[src/rtl/fib_seq.sv]
// Iterative Fibonacci engine: a start/done handshake FSM that reuses one adder and reports exact overflow.
// Optional build macro FIB_SAT_EN saturates fib_n to all-ones when F(n) overflows DATA_W bits.
module fib_seq #(
  parameter int N_W    = 6,
  parameter int DATA_W = 32
) (
  input  logic              clk,
  input  logic              rst_n,
  input  logic              start,
  input  logic [N_W-1:0]    n,
  output logic              busy,
  output logic              done,
  output logic [DATA_W-1:0] fib_n,
  output logic              overflow
);

  localparam logic [0:0] IDLE = 1'b0;
  localparam logic [0:0] CALC = 1'b1;

  logic [0:0]        state_r;
  logic [0:0]        state_nxt;
  logic [DATA_W-1:0] a_r;
  logic [DATA_W-1:0] a_nxt;
  logic [DATA_W-1:0] b_r;
  logic [DATA_W-1:0] b_nxt;
  logic [N_W-1:0]    cnt_r;
  logic [N_W-1:0]    cnt_nxt;
  logic              ovf_a_r;
  logic              ovf_a_nxt;
  logic              ovf_b_r;
  logic              ovf_b_nxt;
  logic              busy_nxt;
  logic              done_nxt;
  logic [DATA_W-1:0] fib_nxt;
  logic              overflow_nxt;
  logic [DATA_W:0]   sum;

`ifdef FIB_SAT_EN
  function automatic logic [DATA_W-1:0] sat_result(input logic [DATA_W-1:0] val, input logic ovf);
    if (ovf) begin
      return {DATA_W{1'b1}};
    end else begin
      return val;
    end
  endfunction
`endif

  // Shared adder; the extra MSB is the carry that feeds overflow tracking.
  always_comb begin
    sum = {1'b0, a_r} + {1'b0, b_r};
  end

  // Next-state and datapath control for the IDLE/CALC sequencer.
  always_comb begin
    state_nxt    = state_r;
    a_nxt        = a_r;
    b_nxt        = b_r;
    cnt_nxt      = cnt_r;
    ovf_a_nxt    = ovf_a_r;
    ovf_b_nxt    = ovf_b_r;
    busy_nxt     = busy;
    done_nxt     = 1'b0;
    fib_nxt      = fib_n;
    overflow_nxt = overflow;
    case (state_r)
      IDLE: begin
        if (start) begin
          a_nxt     = {DATA_W{1'b0}};
          b_nxt     = {{(DATA_W-1){1'b0}}, 1'b1};
          cnt_nxt   = n;
          ovf_a_nxt = 1'b0;
          ovf_b_nxt = 1'b0;
          busy_nxt  = 1'b1;
          state_nxt = CALC;
        end else begin
          state_nxt = IDLE;
        end
      end
      CALC: begin
        if (cnt_r != {N_W{1'b0}}) begin
          a_nxt     = b_r;
          b_nxt     = sum[DATA_W-1:0];
          // b tracks F(k+1), so its flag can be set while F(k) in a still fits.
          ovf_a_nxt = ovf_b_r;
          ovf_b_nxt = ovf_a_r | ovf_b_r | sum[DATA_W];
          cnt_nxt   = cnt_r - {{(N_W-1){1'b0}}, 1'b1};
        end else begin
`ifdef FIB_SAT_EN
          fib_nxt      = sat_result(a_r, ovf_a_r);
`else
          fib_nxt      = a_r;
`endif
          overflow_nxt = ovf_a_r;
          done_nxt     = 1'b1;
          busy_nxt     = 1'b0;
          state_nxt    = IDLE;
        end
      end
      default: begin
        busy_nxt  = 1'b0;
        state_nxt = IDLE;
      end
    endcase
  end

  // State and output registers with synchronous active-low reset.
  always_ff @(posedge clk) begin
    if (!rst_n) begin
      state_r  <= IDLE;
      a_r      <= {DATA_W{1'b0}};
      b_r      <= {DATA_W{1'b0}};
      cnt_r    <= {N_W{1'b0}};
      ovf_a_r  <= 1'b0;
      ovf_b_r  <= 1'b0;
      busy     <= 1'b0;
      done     <= 1'b0;
      fib_n    <= {DATA_W{1'b0}};
      overflow <= 1'b0;
    end else begin
      state_r  <= state_nxt;
      a_r      <= a_nxt;
      b_r      <= b_nxt;
      cnt_r    <= cnt_nxt;
      ovf_a_r  <= ovf_a_nxt;
      ovf_b_r  <= ovf_b_nxt;
      busy     <= busy_nxt;
      done     <= done_nxt;
      fib_n    <= fib_nxt;
      overflow <= overflow_nxt;
    end
  end

endmodule

[config.mk]
export PLATFORM = sky130hd
export DESIGN_NAME = fib_seq
export DESIGN_NICKNAME = d
export VERILOG_FILES = /design/src/rtl/fib_seq.sv
export SDC_FILE = /design/constraint.sdc
export NUM_CORES = 1
export LEC_CHECK = 0
export CORE_MARGIN = 2
export CORE_UTILIZATION = 45
export CTS_CLUSTER_SIZE = 10
export DETAILED_ROUTE_END_ITERATION = 8
export GPL_TIMING_DRIVEN = 0
export PLACE_DENSITY = 0.67
export SLEW_MARGIN = 20
export SYNTH_ARGS = -nofsm -noshare
export SYNTH_HDL_FRONTEND = slang
export SYNTH_SLANG_ARGS = --single-unit
export TNS_END_PERCENT = 20
[constraint.sdc]
create_clock -name clk -period 2.2 [get_ports clk]
set_input_delay 0.44 -clock clk [delete_from_list [all_inputs] [get_ports clk]]
set_output_delay 0.44 -clock clk [all_outputs]
set_load 0.02 [all_outputs]
# After elaboration in Yosys (flattened, before gate mapping)
# Cells that the tools add are included.
dict set report word_totals {
  ff_bits 108
  input_bits 9
  output_inout_bits 35
}
dict set report op_classes {
  addsub 2
  eq_ne 3
  n_mux 21
  n_bitwise 4
  reduce_logical 5
}
# cell count
set ops {}
lappend ops {{32-bit 2-to-1 mux} 4}
lappend ops {{32-bit one-hot mux with 2 select lines} 2}
lappend ops {{32-bit by 32-bit adder with 33-bit output} 1}
lappend ops {{6-bit 2-to-1 mux} 2}
lappend ops {{6-bit one-hot mux with 2 select lines} 1}
lappend ops {{1-bit 2-to-1 mux} 8}
lappend ops {{1-bit one-hot mux with 2 select lines} 4}
lappend ops {{2-bit AND reduction} 4}
lappend ops {{6-bit nonzero test} 1}
lappend ops {{6-bit by 1-bit subtractor with 6-bit output (second input constant)} 1}
lappend ops {{2-bit inequality test (second input constant)} 2}
lappend ops {{2-bit by 1-bit inequality test with 1-bit output (second input constant)} 1}
lappend ops {{1-bit inverter} 2}
lappend ops {{1-bit OR} 2}

# Depth between registers and ports, before layout
dict set report logic_depth {
  word_depth 4
  depth_mapped 10
  depth_no_buf 10
}

# Worst setup path after synthesis
# Ideal clock, no wire load.
dict set report synth_path {
  path_type {register to register}
  startpoint {register a_r[0]}
  endpoint {register b_r[30]}
  setup_ps 117
  arrival_time_ps 2314
  required_time_ps 2083
  setup_slack_ps -231
  path_stages_with_launch 11
  path_buffers 0
  cell_sequence {dfxtp_1 -> ha_1 -> inv_1 -> fa_1 -> nor2b_4 -> o2111ai_1 -> a21oi_2 -> o31ai_4 -> a2111oi_2 -> o21ai_0 -> a32o_1}
}
dict set report synth_between {
  elab_chain_len 3
}
# element line_no
set synth_lines {}
lappend synth_lines {{start, declared} 22} ;# logic [DATA_W-1:0] a_r;
lappend synth_lines {{start signal, assigned} 110} ;# a_r <= {DATA_W{1'b0}};
lappend synth_lines {{start signal, assigned} 121} ;# a_r <= a_nxt;
lappend synth_lines {{32-bit by 32-bit adder with 33-bit output} 50} ;# sum = {1'b0, a_r} + {1'b0, b_r};
lappend synth_lines {{32-bit 2-to-1 mux} 80} ;# if (cnt_r != {N_W{1'b0}}) begin
lappend synth_lines {{32-bit one-hot mux with 2 select lines} 65} ;# case (state_r)
lappend synth_lines {{end signal, assigned} 111} ;# b_r <= {DATA_W{1'b0}};
lappend synth_lines {{end signal, assigned} 122} ;# b_r <= b_nxt;
lappend synth_lines {{end, declared} 24} ;# logic [DATA_W-1:0] b_r;
# No other way between the ends. The select of a mux whose other input is x is not followed.
# A chain may end at the register's enable or synchronous reset.

# Final worst setup path
dict set report layout_path {
  startpoint {register b_r[0]}
  endpoint {register b_r[30]}
}
dict set report layout_between {
  elab_chain_len 3
}
# element line_no
set layout_lines {}
lappend layout_lines {{32-bit by 32-bit adder with 33-bit output} 50}
lappend layout_lines {{32-bit 2-to-1 mux} 80}
lappend layout_lines {{32-bit one-hot mux with 2 select lines} 65}
# No other way between the ends. The select of a mux whose other input is x is not followed.

==> flow_summary_export.csv <==
group,metric,value,unit
synthesis,synthTopCellsByArea,"dfxtp_1 39%, nand2_1 8.9%, ha_1 7.6%, a22o_1 5.0%, a21boi_0 4.8%",
clock_network,clk_pin_slew,70,ps
synthesis,async_reset_ff_frac,0,
status,failed_checks,"setup timing",
detailed_routing,first_pass_iters,4,
floorplanning,core_area,12060,um^2
layout,diodes,0,
worst_setup_path,cp_slowest_cell,"or3_1",
timing,finalClockSkew,6.966,ps
floorplanning,fp.dieW,115.3,um
synthesis,yosysSeqAreaShare,0.3879,
placement,place_congestion,0.8371,
flow_run,maxCapViolations,0,
timing,hold_slack,460.5,ps
synthesis,synth.largest_area_cell,"dfxtp_1",
synthesis,synth_most_common_cell,"nand2_1",
synthesis,synth_flop_cell,"dfxtp_1",
worst_setup_path,crit_chain,"ha_4 -> inv_2 -> fa_2 -> nor2b_4 -> o2111ai_4 -> a21oi_4 -> o31ai_4 -> a2111oi_4 -> or3_1 -> a32o_1",
synthesis,synth-seq-cells,108,
synthesis,synth_edf_count,0,
floorplanning,rows,40,
synthesis,synth.distinct_cells,62,
worst_setup_path,start_kind,"flip-flop",
worst_setup_path,cpPeakStageDelay,360,ps
worst_setup_path,endpoint_kind,"flip-flop",
floorplanning,die-area,13290,um^2
layout,nNetsFinal,773,
worst_setup_path,arrival,2650,ps
synthesis,yosys_warnings,0,
worst_setup_path,path_delay_family,"compound AO/OA/AOI/OAI gates",
synthesis,yosysTopAreaCellShare,0.3879,
timing,layout_min_cycle_time,2391,ps
worst_setup_path,critPathKind,"reg -> reg",
layout,finish.utilization,0.5923,
global_route,grt_pass1_vias,4877,
global_route,grt_max_degree,18,
clock_network,cts_hold_buf,0,
clock_network,clock_latency,360,ps
layout,n_fill_cell,1105,
detailed_routing,final_antenna_net_count,0,
clock_network,cts.sinks,108,
placement,dpl_cell_area,6238,um^2
pwr,power.leakage,2.616,nW
timing,worstMarginPinSlew,547.6,ps
floorplanning,initial_core_util,0.4621,
floorplanning,fp.dieH,115.3,um
detailed_routing,num_vias,5022,
layout,multi_input_area,3570,um^2
global_route,grt_usage,0.2262,
layout,regArea,2176,um^2
status,status,"complete, but fails checks",
synthesis,syn_area,5574,um^2
worst_setup_path,crit_fanout,3,
detailed_routing,drc_errors,0,
layout,stdcell_count,902,
clock_network,root_buffer,"clkbuf_16",
global_route,antenna_found_initial,0,
timing,rsz0062_at_grt,"true",
timing,maxSlewHeadroom,0.6349,
synthesis,syn_area_per_cell,8.458,um^2
placement,place_ws,-472.1,ps
timing,setup_viol,10,
global_route,grt_pass1_wl,23.75,mm
layout,area_growth_syn_to_layout,28.17,%
timing,finalHoldViolCount,0,
synthesis,syn_nets,703,
detailed_routing,viasPerCell,5.568,
pwr,worst_ir_drop_vdd,535.5,uV
detailed_routing,wirelength,14.42,mm
synthesis,netlist_instances,659,
synthesis,yosys-top-cells-count,"132 x nand2_1, 108 x dfxtp_1, 41 x a21oi_1, 41 x o21ai_0, 36 x a21boi_0",
placement,port_buffers,43,
clock_network,cts_buffers,9,
timing,timing.final.crit_share,1.087,
layout,stdcell_area,7144,um^2
layout,layout-drive-gt1-share,0.1635,
timing,slew_violations,0,
detailed_routing,drtIter0Drc,275,
global_route,grt_overflow,0,
floorplanning,ios,44,
min_path,hp-class,"reg -> reg",
timing,timing.fmax,418.1,MHz
placement,dp.cells,870,
placement,hpwl,10.21,mm
clock_network,htree_levels,3,
detailed_routing,wire_per_inst,15.99,um
timing,setup_slack,-191.5,ps
pwr,powerDensity,629.4,nW/um^2
clock_network,cts_tree,"built",
worst_setup_path,required,2460,ps
clock_network,clk_path_buf_depth,2,
worst_setup_path,crit_buf_inv,1,
## cells by family (layout without fill, tap and decap cells)
group / Yosys count / count (layout) / share of synthesized area
and+or+nand+nor: 224 / 224 / 0.1818
AOI/OAI and AO/OA: 213 / 213 / 0.2685
DFF: 108 / 108 / 0.3879
buffers and inverters: 51 / 126 / 0.03636
adders and majority gates: 35 / 35 / 0.07991
xor gates and xnor gates: 21 / 21 / 0.03300
muxes: 7 / 7 / 0.01257
## path summary, 6_finish.rpt
check / start / end / slack (ps) / cells after the start
setup / recovery: b_r[0] / b_r[30] / -190 / 10
hold / removal: fib_n[7] / fib_n[7] / 460 / 2
setup reg to reg: b_r[0] / b_r[30] / -190 / 10
hold reg to reg: fib_n[7] / fib_n[7] / 460 / 2
## placed cells by master, fill, tap and decap left out, drive strengths merged, types with 3 or more instances in the layout
master         synthesis  layout
nand2                132     132
dfxtp                108     108
o21ai                 44      44
clkdlybuf4s50          0      43
a21oi                 43      43
a21boi                39      39
ha                    34      34
a22o                  32      32
clkbuf                28      32
buf                    8      30
nor2                  21      21
inv                   15      16
nor3                  16      16
xnor2                 12      12
nand3                 12      12
xor2                   9       9
nand4                  8       8
nor2b                  8       8
o211ai                 7       7
mux2i                  7       7
or3                    7       7
a21o                   6       6
and2                   6       6
bufinv                 0       5
and3                   4       4
o21bai                 4       4
a31oi                  4       4
o31ai                  4       4
nand2b                 3       3
a32o                   3       3
a211oi                 3       3
nor3b                  3       3
## registers in the layout, indices dropped and copies added, names as in the netlist
name      count
busy          1
done          1
ovf_a_r       1
overflow      1
b_r          32
fib_n        32
ovf_b_r       1
cnt_r         6
state_r       1
a_r          32
## layer usage
metal | track usage | part of all wire | wire (um) | vias to the layer above
met5 | 0 | 0 | 0 | -
met2 | 0.3796 | 0.48 | 6976 | 86
met3 | 0.05219 | 0.039 | 556 | 10
met1 | 0.2914 | 0.47 | 6738 | 2429
li1 | - | - | - | 2497
met4 | 0.06506 | 0.010 | 148 | 0
## cell type report
class                           instances  area share
Multi-Input combinational cell        500      0.4996
Sequential cell                       108      0.3046
Timing Repair Buffer                   63     0.08179
Clock buffer                           10     0.03205
Tap cell                              168     0.02942
Buffer                                 32     0.02242
Clock inverter                          6     0.02224
Inverter                               15    0.007881
## worst min-delay path: cells and delay by family, from the launching register on
family,cells,cell delay [ps]
DFF,1,310
AOI/OAI and AO/OA,1,60
and+or+nand+nor,1,40
## stage by stage
| stage | power [mW] | TNS [ps] |
|---|---|---|
| after floorplan | 2.275 | -149.6 |
| after global placement | 2.391 | -17090 |
| after detailed placement | 2.402 | -19000 |
| after CTS | 4.511 | -1074 |
| after global routing | 4.670 | -2276 |
| final | 4.497 | -1088 |
## report_power, final
part           internal, mW  leakage (nW)  total (mW)  switching, mW
Clock                  1.35         0.187        2.10          0.753
Combinational         0.143          1.55       0.392          0.249
Sequential             1.98         0.877        2.00         0.0253
## repair_timing
item	in CTS	in global routing
endpoints found under the setup margin	71	86
setup buffers	7	13
gates resized for setup	45	52
pin swaps	18	16
(Power assumes the default switching activity.)
